<file path="src/rtl/axi_hp_issue_ctrl.sv">
// Issue controller for one Zynq PS7 AXI HP port: arbitrates one write and one read
// requester and issues AW/AR bursts only when the HP FIFOs can absorb the whole burst.
module axi_hp_issue_ctrl #(
    parameter int unsigned WDATA_DEPTH = 128,
    parameter int unsigned WADDR_DEPTH = 64,
    parameter int unsigned RDATA_DEPTH = 128,
    parameter int unsigned RADDR_DEPTH = 8
) (
    input  logic       ACLK,
    input  logic       ARESET,
    input  logic       wr_req,
    input  logic [3:0] wr_len,
    output logic       wr_ack,
    input  logic       rd_req,
    input  logic [3:0] rd_len,
    output logic       rd_ack,
    output logic       AWVALID,
    input  logic       AWREADY,
    output logic [3:0] AWLEN,
    output logic       ARVALID,
    input  logic       ARREADY,
    output logic [3:0] ARLEN,
    input  logic       w_beat,
    input  logic       r_beat,
    input  logic [5:0] WACOUNT,
    input  logic [7:0] WCOUNT,
    input  logic [2:0] RACOUNT,
    input  logic       cfg_rd_cap1,
    input  logic       cfg_wr_cap1,
    output logic       RDISSUECAP1EN,
    output logic       WRISSUECAP1EN,
    output logic       err
);

    typedef enum logic [1:0] {
        ST_IDLE,
        ST_AW,
        ST_AR
    } state_t;

    localparam logic [6:0] WADDR_LIM = 7'(WADDR_DEPTH - 1);
    localparam logic [3:0] RADDR_LIM = 4'(RADDR_DEPTH - 1);
    localparam logic [9:0] WDATA_LIM = 10'(WDATA_DEPTH);
    localparam logic [9:0] RDATA_LIM = 10'(RDATA_DEPTH);

    state_t     state_q, state_d;
    logic [3:0] awlen_q, awlen_d;
    logic [3:0] arlen_q, arlen_d;
    logic       wr_ack_q, wr_ack_d;
    logic       rd_ack_q, rd_ack_d;
    logic       last_wr_q, last_wr_d;
    logic [7:0] w_pend_q, w_pend_d;
    logic [7:0] r_resv_q, r_resv_d;
    logic       err_q, err_d;
    logic       rcap_q, rcap_d;
    logic       wcap_q, wcap_d;

    logic [9:0] w_sum, r_sum;
    logic       w_elig, r_elig, pick_w, pick_r;
    logic       aw_hs, ar_hs;
    logic [7:0] w_inc, r_inc;

    // Sums are kept at 10 bits so no combination of fill levels can wrap.
    always_comb begin
        w_sum  = {2'b00, WCOUNT} + {2'b00, w_pend_q} + {6'd0, wr_len} + 10'd1;
        r_sum  = {2'b00, r_resv_q} + {6'd0, rd_len} + 10'd1;
        w_elig = wr_req && ({1'b0, WACOUNT} < WADDR_LIM) && (w_sum <= WDATA_LIM);
        r_elig = rd_req && ({1'b0, RACOUNT} < RADDR_LIM) && (r_sum <= RDATA_LIM);
        pick_w = (state_q == ST_IDLE) && w_elig && (!r_elig || !last_wr_q);
        pick_r = (state_q == ST_IDLE) && r_elig && !pick_w;
        aw_hs  = (state_q == ST_AW) && AWREADY;
        ar_hs  = (state_q == ST_AR) && ARREADY;
        w_inc  = aw_hs ? ({4'd0, awlen_q} + 8'd1) : '0;
        r_inc  = ar_hs ? ({4'd0, arlen_q} + 8'd1) : '0;
    end

    always_comb begin
        state_d   = state_q;
        awlen_d   = awlen_q;
        arlen_d   = arlen_q;
        wr_ack_d  = 1'b0;
        rd_ack_d  = 1'b0;
        last_wr_d = last_wr_q;
        err_d     = err_q;
        rcap_d    = rcap_q;
        wcap_d    = wcap_q;

        case (state_q)
            ST_IDLE: begin
                if (pick_w) begin
                    state_d = ST_AW;
                    awlen_d = wr_len;
                end else if (pick_r) begin
                    state_d = ST_AR;
                    arlen_d = rd_len;
                end
            end
            ST_AW: begin
                if (AWREADY) begin
                    state_d   = ST_IDLE;
                    wr_ack_d  = 1'b1;
                    last_wr_d = 1'b1;
                end
            end
            ST_AR: begin
                if (ARREADY) begin
                    state_d   = ST_IDLE;
                    rd_ack_d  = 1'b1;
                    last_wr_d = 1'b0;
                end
            end
            default: state_d = ST_IDLE;
        endcase

        // An underflowing beat is dropped; any same-cycle increment still lands.
        w_pend_d = w_pend_q + w_inc;
        if (w_beat) begin
            if (w_pend_q == '0) err_d = 1'b1;
            else                w_pend_d = w_pend_q + w_inc - 8'd1;
        end
        r_resv_d = r_resv_q + r_inc;
        if (r_beat) begin
            if (r_resv_q == '0) err_d = 1'b1;
            else                r_resv_d = r_resv_q + r_inc - 8'd1;
        end

        if ((state_q == ST_IDLE) && (w_pend_q == '0) && (r_resv_q == '0) && !pick_w && !pick_r) begin
            rcap_d = cfg_rd_cap1;
            wcap_d = cfg_wr_cap1;
        end
    end

    always_ff @(posedge ACLK) begin
        if (ARESET) begin
            state_q   <= ST_IDLE;
            awlen_q   <= '0;
            arlen_q   <= '0;
            wr_ack_q  <= 1'b0;
            rd_ack_q  <= 1'b0;
            last_wr_q <= 1'b0;
            w_pend_q  <= '0;
            r_resv_q  <= '0;
            err_q     <= 1'b0;
            rcap_q    <= 1'b0;
            wcap_q    <= 1'b0;
        end else begin
            state_q   <= state_d;
            awlen_q   <= awlen_d;
            arlen_q   <= arlen_d;
            wr_ack_q  <= wr_ack_d;
            rd_ack_q  <= rd_ack_d;
            last_wr_q <= last_wr_d;
            w_pend_q  <= w_pend_d;
            r_resv_q  <= r_resv_d;
            err_q     <= err_d;
            rcap_q    <= rcap_d;
            wcap_q    <= wcap_d;
        end
    end

    assign AWVALID       = (state_q == ST_AW);
    assign ARVALID       = (state_q == ST_AR);
    assign AWLEN         = awlen_q;
    assign ARLEN         = arlen_q;
    assign wr_ack        = wr_ack_q;
    assign rd_ack        = rd_ack_q;
    assign err           = err_q;
    assign RDISSUECAP1EN = rcap_q;
    assign WRISSUECAP1EN = wcap_q;

endmodule

</file>
<file path="config.mk">
export PLATFORM = sky130hd
export DESIGN_NAME = axi_hp_issue_ctrl
export DESIGN_NICKNAME = d
export VERILOG_FILES = /design/src/rtl/axi_hp_issue_ctrl.sv
export SDC_FILE = /design/constraint.sdc
export NUM_CORES = 1
export LEC_CHECK = 0
export ABC_AREA = 1
export CORE_MARGIN = 2
export CORE_UTILIZATION = 54
export CTS_CLUSTER_SIZE = 28
export DETAILED_ROUTE_END_ITERATION = 8
export PLACE_DENSITY = 0.88
export SKIP_CTS_REPAIR_TIMING = 1
export SYNTH_ARGS = -nofsm -noshare
export SYNTH_HDL_FRONTEND = slang
export SYNTH_SLANG_ARGS = --single-unit
</file>
<file path="constraint.sdc">
create_clock -name ACLK -period 3.95 [get_ports ACLK]
set_clock_uncertainty 0.15 [all_clocks]
set_input_delay 0.79 -clock ACLK [delete_from_list [all_inputs] [get_ports ACLK]]
set_output_delay 0.79 -clock ACLK [all_outputs]
set_load 0.005 [all_outputs]
</file>
== After elaboration in Yosys (flattened, before gate mapping) ==
Index checks and enable logic that the tools add are counted.
Cells by class
  add/sub/neg operators: 11
  $lt $le $gt $ge: 4
  eq/ne operators: 5
  mux-type cells: 20
  bitwise gates (word level): 3
  reduce and logical (&&, ||, !) cells: 29
Operators by type and width (count)
  $mux W8: 4
  $le A10 B8 Y1 const B: 2
  $add A8 B5 Y8: 2
  $logic_not A8 Y1: 2
  $sub A8 B1 Y8 const B: 2
  $logic_and A1 B1 Y1: 14
  $add A10 B1 Y10 const B: 1
  $add A4 B1 Y5 const B: 2
  $add A9 B1 Y10 const B: 1
  $add A9 B4 Y10: 1
  $mux W5: 2
  $add A8 B4 Y9: 1
  $add A8 B8 Y9: 1
  $reduce_and A3 Y1: 3
  $mux W1: 8
  $mux W2: 4
  $lt A6 B6 Y1 const B: 1
  $pmux W2 S3: 1
  $logic_not A1 Y1: 4
  $ne A2 B1 Y1 const B: 2
  $reduce_or A2 Y1: 2
  $lt A3 B3 Y1 const B: 1
  $ne A3 B3 Y1 const B: 1
  $not A1 Y1: 3
  7 further kinds: 7
Word-level totals
  bits in registers: 32
  input port bits: 35
  output and inout bits: 15
  word-level logic and storage cells: 83

== Depth between registers and ports, before layout ==
  depth in word-level cells: 12
  mapped depth: 21
  mapped depth without buffers: 20

== Least setup slack after synthesis ==
No wires, ideal clock.
  path type: input -> register
  from: in wr_len[1]
  to: reg awlen_q[3] (netlist: AWLEN[3])
  library setup time: 0.119 ns
  data arrival time: 2.935 ns
  data required time: 3.681 ns
  path slack: 0.746 ns
  stages on the path: 14
  buffers on the path: 1
  cell sequence: fa_1 fa_1 or2_2 nor2_1 nand3_1 nor2_1 nand3_1 nand2_1 nand2_1 nor2_1 nand2_2 buf_6 o21ai_0 a21oi_1
On the way
  longest elaborated chain between the ends: 7
Ends and longest elaborated chain
  from (decl): line 12  | input logic [3:0] wr_len,
  $add A9 B4 Y10: line 65  | w_sum = {2'b00, WCOUNT} + {2'b00, w_pend_q} + {6'd0, wr_len} + 10'd1;
  $add A10 B1 Y10: line 65
  $le A10 B8 Y1: line 67  | w_elig = wr_req && ({1'b0, WACOUNT} < WADDR_LIM) && (w_sum <= WDATA_LIM);
  $logic_and A1 B1 Y1: line 67
  $logic_and A1 B1 Y1 (2 in a row): line 69  | pick_w = (state_q == ST_IDLE) && w_elig && (!r_elig || !last_wr_q);
  $reduce_and A2 Y1 (no source line)
  to (signal assigned): line 148  | awlen_q <= awlen_d;
  to (decl): line 47  | logic [3:0] awlen_q, awlen_d;
No other way between the ends.
A chain may end at the register's enable or synchronous reset.

== Worst setup path in the final report ==
  from: in wr_len[1]
  to: reg arlen_q[3] (netlist: ARLEN[3])
On the way
  longest elaborated chain between the ends: 9
  elaborated cells between the ends (all ways): 10
  classes of those cells: 2 x add/sub; 1 x order compare; 1 x bitwise; 6 x reduce/logical
Ends and longest elaborated chain
  $add A9 B4 Y10 (*): line 65
  $add A10 B1 Y10 (*): line 65
  $le A10 B8 Y1 (*): line 67
  $logic_and A1 B1 Y1 (*): line 67
  $logic_and A1 B1 Y1 (*) (2 in a row): line 69
  $logic_not A1 Y1: line 70  | pick_r = (state_q == ST_IDLE) && r_elig && !pick_w;
  $logic_and A1 B1 Y1: line 70
  $reduce_and A3 Y1 (no source line) (*)
  to (signal assigned): line 149  | arlen_q <= arlen_d;
  to (decl): line 48  | logic [3:0] arlen_q, arlen_d;
Every way passes the cells marked *; elsewhere a longest branch is shown, timed or not.

==> flow_summary.json <==
{
  "outcome": "finished clean",
  "synth.cell_area_mm2": 0.00279,
  "whs_path_depth": 4,
  "synth_top_area_share_pct": 22.9,
  "synthCells": 425,
  "syn_avg_cell_area_um2": 6.57,
  "yosysWarnings": 0,
  "ys_ff_latch": 32,
  "cp_max_fo": 11,
  "routed_wl_um": 6890,
  "synthTopCellsByArea": "dfxtp_1 23%, ha_1 14%, nand2_1 12%, inv_1 9.5%, nor2_1 7.4%",
  "internal_power_uw": 1090,
  "fin_nets": 549,
  "core_mm2": 0.00504,
  "hpwl_um": 5530,
  "worst_pin_slew_ns": 0.652,
  "cts_buffers": 5,
  "seqPwrFrac_pct": 26.8,
  "cts_sinks": 32,
  "hold_end": "RDISSUECAP1EN",
  "drive_above_1_share_pct": 4.81,
  "end_kind": "flip-flop",
  "tns_ns": 0,
  "firstDrtPassIters": 4,
  "grt_max_degree": 23,
  "io_pins": 50,
  "sw_frac_of_total_pct": 48.2,
  "slew_viol_final": 0,
  "finalCriticalPeriod_ns": 3.62,
  "grt-ovfl-total": 0,
  "fillers": 416,
  "mostFrequentLayoutCells": "87 x nand2_1, 71 x inv_1, 55 x nor2_1",
  "holdCritStartpoint": "RDISSUECAP1EN",
  "synth.net_count": 497,
  "path_clk_slew_ns": 0.08,
  "yosysSeqAreaShare_pct": 22.9,
  "initial_core_util_pct": 55.4,
  "worst_ep_arrival_time_ns": 3.66,
  "timing.reg2reg.setup_slack_ns": 0.86,
  "crit_type": "input pin to flip-flop",
  "drv_cap": 0,
  "p_comb_share_pct": 60.5,
  "wire_per_inst_um": 12.6,
  "grt_pass1_wl_um": 11700,
  "reg2reg_to": "r_resv_q[7]",
  "grt_usage_pct": 24.5,
  "port_buffers": 49,
  "pre_cts_ws_ns": 0.0149,
  "p_switching_uw": 1020,
  "cts_tree": "yes",
  "clkPwrFrac_pct": 12.6,
  "gp_congestion": 0.872,
  "peakVddDrop_mv": 0.380,
  "post-route-util_pct": 68.3,
  "grt_pass1_vias": 2736,
  "hold_viol_final": 0,
  "chipHeight_um": 75.9,
  "root_buffer": "clkbuf_8",
  "grt_setup_unrepaired": "no",
  "ctsLongestPathBuffers": 2,
  "regArea_um2": 641,
  "fmax_mhz": 276,
  "num_vias": 2808,
  "required_ns": 3.99,
  "clock_latency_ns": 0.29,
  "synth_top_cell_by_area": "dfxtp_1",
  "hp-class": "flip-flop to flip-flop",
  "antenna_left": 0,
  "via_per_inst": 5.12,
  "start_kind": "input pin",
  "antenna_cells": 0,
  "die_w_um": 75.9,
  "antenna_found_initial": 0,
  "drtIter0Drc": 126,
  "power.leakage_uw": 0.00168,
  "fin_area_mm2": 0.00344,
  "dpl_cell_area_mm2": 0.00335,
  "multi_input_area_mm2": 0.00186,
  "synth_cell_type_count": 29,
  "post-route-period-util_pct": 91.7,
  "powerDensity_mw_per_mm2": 613,
  "drc_errors": 0,
  "slew_headroom_pct": 56.3,
  "die-area_mm2": 0.00577,
  "num_rows": 26,
  "final_common_cell": "nand2_1",
  "fin_ws_ns": 0.328,
  "htree_levels": 2,
  "setup_viol": 0,
  "crit-reg2reg-launch": "state_q[1]",
  "ff2ff_path_depth": 14,
  "area_growth_pct": 23.2
}
[worst max-delay path, cell delays in order]
cell,delay (ns)
clkdlybuf4s50_1,0.46
fa_1,0.55
fa_1,0.49
or2_2,0.30
nor2_1,0.10
nand3_1,0.08
nor2_1,0.08
nand3_1,0.06
nand2_1,0.06
nand2_1,0.05
nor2_1,0.11
nand2_2,0.16
nand2_2,0.17
inv_2,0.06
nor2_1,0.08
nor2_1,0.05
[stage by stage]
| step | total power, µW | hold slack, ns | cells |
|---|---|---|---|
| floorplan | 1470 | 0.309 | 425 |
| finish | 2110 | 0.365 | 548 |
| global placement | 1770 | 0.339 | 540 |
| global route | 2340 | 0.391 | 548 |
| detailed placement | 1830 | 0.345 | 540 |
| CTS | 2110 | 0.368 | 548 |
[synthesized netlist by cell type]
cell type	instances
or2_1	3
o211ai_1	1
nor2_4	1
fa_1	6
nand4_1	7
clkbuf_1	3
a31o_2	1
nand2_2	4
a31oi_1	1
ha_1	31
nor2_1	55
o21ai_0	24
nand3b_1	3
and3_2	1
nor3_1	5
nand2_1	87
xnor2_1	1
nand3_2	3
nor3b_1	3
o31ai_1	1
nor4_4	1
nand3_1	33
inv_1	71
inv_2	2
xor2_1	11
dfxtp_1	32
or2_2	2
buf_6	1
a21oi_1	31
[worst max-delay path by stage]
stage / from / to / slack [ns] / cells past startpoint
3_3_place_gp: wr_len[1] / ARLEN[0] / 0.09 / 16
3_5_place_dp: wr_len[1] / ARLEN[1] / 0.01 / 16
6_report: wr_len[1] / ARLEN[3] / 0.33 / 16
5_1_grt: wr_len[0] / ARLEN[3] / 0.04 / 19
4_1_cts: wr_len[1] / ARLEN[1] / 0.33 / 16
2_1_floorplan: wr_len[1] / AWLEN[3] / 0.75 / 14
[kinds of logic after synthesis]
family	after synthesis	synth area share, %
AND/OR/NAND/NOR	208	33.6
AO/OA/AOI/OAI	59	10.9
adder cells (fa/ha/maj)	37	18.2
buffers and inverters	77	10.6
flip-flops	32	22.9
XOR/XNOR	12	3.76
[state kept, by name, indices dropped and copies added, names as in the netlist]
register       flops
RDISSUECAP1EN      1
last_wr_q          1
AWLEN              4
state_q            2
rd_ack             1
WRISSUECAP1EN      1
wr_ack             1
w_pend_q           8
ARLEN              4
err                1
r_resv_q           8
[metal layers]
metal | global-route usage [%] | vias to the layer above | part of all wire (%)
li1 | - | 1480 | -
met1 | 30.4 | 1239 | 46
met2 | 41.1 | 75 | 46
met3 | 5.00 | 14 | 5.4
met4 | 10.5 | 0 | 2.1
met5 | 0 | - | 0
[power groups by stage]
| stage | Combinational, µW | Sequential [µW] | Clock (µW) |
|---|---|---|---|
| final | 1280 | 566 | 266 |
| after global placement | 1200 | 564 | 0 |
| after CTS | 1270 | 563 | 271 |
| after global routing | 1470 | 580 | 284 |
| after floorplan | 936 | 536 | 0 |
| after detailed placement | 1260 | 569 | 0 |
[area by class of cell]
cell class,count,area share [%]
Clock buffer,5,2.00
Clock inverter,3,0.691
Inverter,73,7.96
Multi-Input combinational cell,316,53.9
Sequential cell,32,18.6
Tap cell,70,2.54
Timing Repair Buffer,49,14.2
Power figures use the tool's default switching activity.
==> RTL change, RTL diff (same settings) <==
Re-encode `state_t` (3 states) as one-hot, 3 bits wide.
--- a/src/rtl/axi_hp_issue_ctrl.sv
+++ b/src/rtl/axi_hp_issue_ctrl.sv
@@ -32,10 +32,10 @@
     output logic       err
 );
 
-    typedef enum logic [1:0] {
-        ST_IDLE,
-        ST_AW,
-        ST_AR
+    typedef enum logic [2:0] {
+        ST_IDLE = 3'b001,
+        ST_AW   = 3'b010,
+        ST_AR   = 3'b100
     } state_t;
 
     localparam logic [6:0] WADDR_LIM = 7'(WADDR_DEPTH - 1);
Behaviour: same outputs for any inputs over 4 cycles, from zero or initial values and one cycle with ARESET high; so few cycles prove little.
==> RTL change against the original RTL <==
- setup slack lost 0.013 ns
- routed wire length increased by 3.2%
- non-clock buffer count unchanged
- total power shrank 9.0%
- area after synthesis rose by 0.72%
- critical path depth shrank 1
- design area rose by 0.84%
- maximum frequency down 0.36%
- clock power is 7% higher
- sequential cell count grew 1
- via count increased by 0.61%
==> RTL change: results (changes against the original RTL) <==
synthesis:
  synth-xor-area-share: 0.04046  # +0.002845
  syn_avg_cell_area_um2: 6.781  # +3.1%
  seq_area_frac_synth: 0.2348  # +0.005483
  yosys_warnings: 0  # unchanged
  netlist-cell-type-count: 34  # +17%
  synth_area_leaders: "dfxtp_1, ha_1, nand2_1"
  synth_nets: 487  # -2.0%
  synth_ff_type: "dfxtp_1"
  synth.area.mux_share: 0  # unchanged
  synth_fa_ha_area_frac: 0.1805  # -0.001294
  async_flop_share: 0  # unchanged
  synth_compound_area_frac: 0.1227  # +0.01345
  ys_top_cells_by_count: "nand2_1, inv_1, nor2_1, a21oi_1, nand3_1"
timing:
  tightestPinTransition_ns: 0.6769  # +0.02499 ns
  fin_ws_ns: 0.3146  # -0.01301 ns
  slew_violations: 0  # unchanged
  hold_slack_ns: 0.3287  # -0.03673 ns
worst_setup_path:
  cp.arrival_ns: 3.70  # +0.04 ns
  crit_fanout: 15  # +4
  cp_slowest_cell: "fa_1"
  slowest_delay_ns: 0.55  # about the same
  regToRegSetupSlack_ns: 0.57  # -0.29 ns
placed_design:
  gp_congestion: 0.8833  # +1.2%
  dpl.hpwl_um: 5710  # +3.3%
  place_area_um2: 3369  # +0.60%
  dp_cells: 530  # -1.9%
  pre_cts_ws_ns: 0.006281  # -0.008625 ns
  io_buffers: 49  # unchanged
power_and_ir_drop:
  irDropWorstVdd_mv: 0.3503  # -7.9%
  p_sw_uw: 888.3  # -13%
  leakagePower_uw: 0.001663  # -1.0%
  powerDensity_nw_per_um2: 553.3  # -9.7%
hold_path:
  hold_class: "reg -> reg"
clock_tree:
  cts_inserted_buffers: 5  # unchanged
  cts_buffer_depth: 2  # unchanged
  cts_root_buf: "clkbuf_8"
  insertion_delay_ns: 0.29  # about the same
  htreeDepth: 2  # unchanged
final_layout:
  num-fill-cells: 427  # +2.6%
  final_util: 0.6839  # +0.001295
  largestRegisters: "r_resv_q: 8 flops, w_pend_q: 8 flops"
  n_antenna_cell: 0  # unchanged
  nets: 539  # -1.8%
  drive_above_1_share: 0.05342  # +0.005302
drt:
  wl_per_cell_um: 13.21  # +5.1%
  via_per_inst: 5.251  # +2.5%
  routed_wl_um: 7109  # +3.2%
  dr.pass1.iters: 4  # unchanged
  drt-initial-drc-count: 108  # -14%
global_routing:
  grt_max_degree: 19  # -17%
  grt_pass1_vias: 2729  # -0.26%
  grt-ovfl-total: 0  # unchanged
  grt.total_usage: 0.2487  # +0.004096
  antenna_found_initial: 0  # unchanged
  grt_pass1_wl_um: 11900  # +1.8%
status:
  status: "complete, no violations"
## RTL change: cell count changes in the layout (fill, tap and decap cells not counted), sizes merged, moves of 2 or more
cell      unedited run  this run
nor2                56        41
a21oi               31        38
inv                 73        67
o21ai               24        18
nand2               91        95
nand3b               3         7
clkbuf               5         7
clkinvlp             2         0
nand3               36        38
nand4                7         5
nor3                 5         7
o211ai               1         3
or2                  5         3
## RTL change: cells by family after synthesis
kind of cell / Yosys count
AOI/OAI and AO/OA: 62
xor gates and xnor gates: 13
adders and majority gates: 37
and+or+nand+nor: 199
DFF: 33
buffers and inverters: 71
## RTL change: final cells by class
| type | instances | area share |
|---|---|---|
| Multi-Input combinational cell | 311 | 0.5415 |
| Sequential cell | 33 | 0.1903 |
| Timing Repair Buffer | 49 | 0.1413 |
| Inverter | 67 | 0.07246 |
| Clock buffer | 7 | 0.02776 |
| Tap cell | 70 | 0.02523 |
| Clock inverter | 1 | 0.001442 |
## RTL change: per-layer routing
layer  vias up  track usage  share of wire
li1       1458            -              -
met1      1263       0.3112           0.45
met2        82       0.4205           0.47
met3        22      0.04147          0.050
met4         0       0.1127          0.029
met5         -            0              0
## RTL change: final timing paths
kind,depth (start not counted),startpoint,endpoint
min,2,last_wr_q,last_wr_q
max,15,wr_len[1],ARLEN[0]
min reg2reg,2,last_wr_q,last_wr_q
max reg2reg,13,state_q[2],w_pend_q[7]
## RTL change: worst max-delay path: cells and delay by family
family | cells | cell delay [ns]
fa+ha+maj | 2 | 1.02
buf+inv | 2 | 0.50
simple gates | 10 | 1.25
compound gates | 1 | 0.13
## RTL change: power groups by stage
stage	registers, uW	clock network, uW	logic, uW
finish	531	285	1110
global route	542	296	1270
CTS	528	288	1100
detailed placement	534	0	1090
global placement	529	0	1040
floorplan	501	0	821
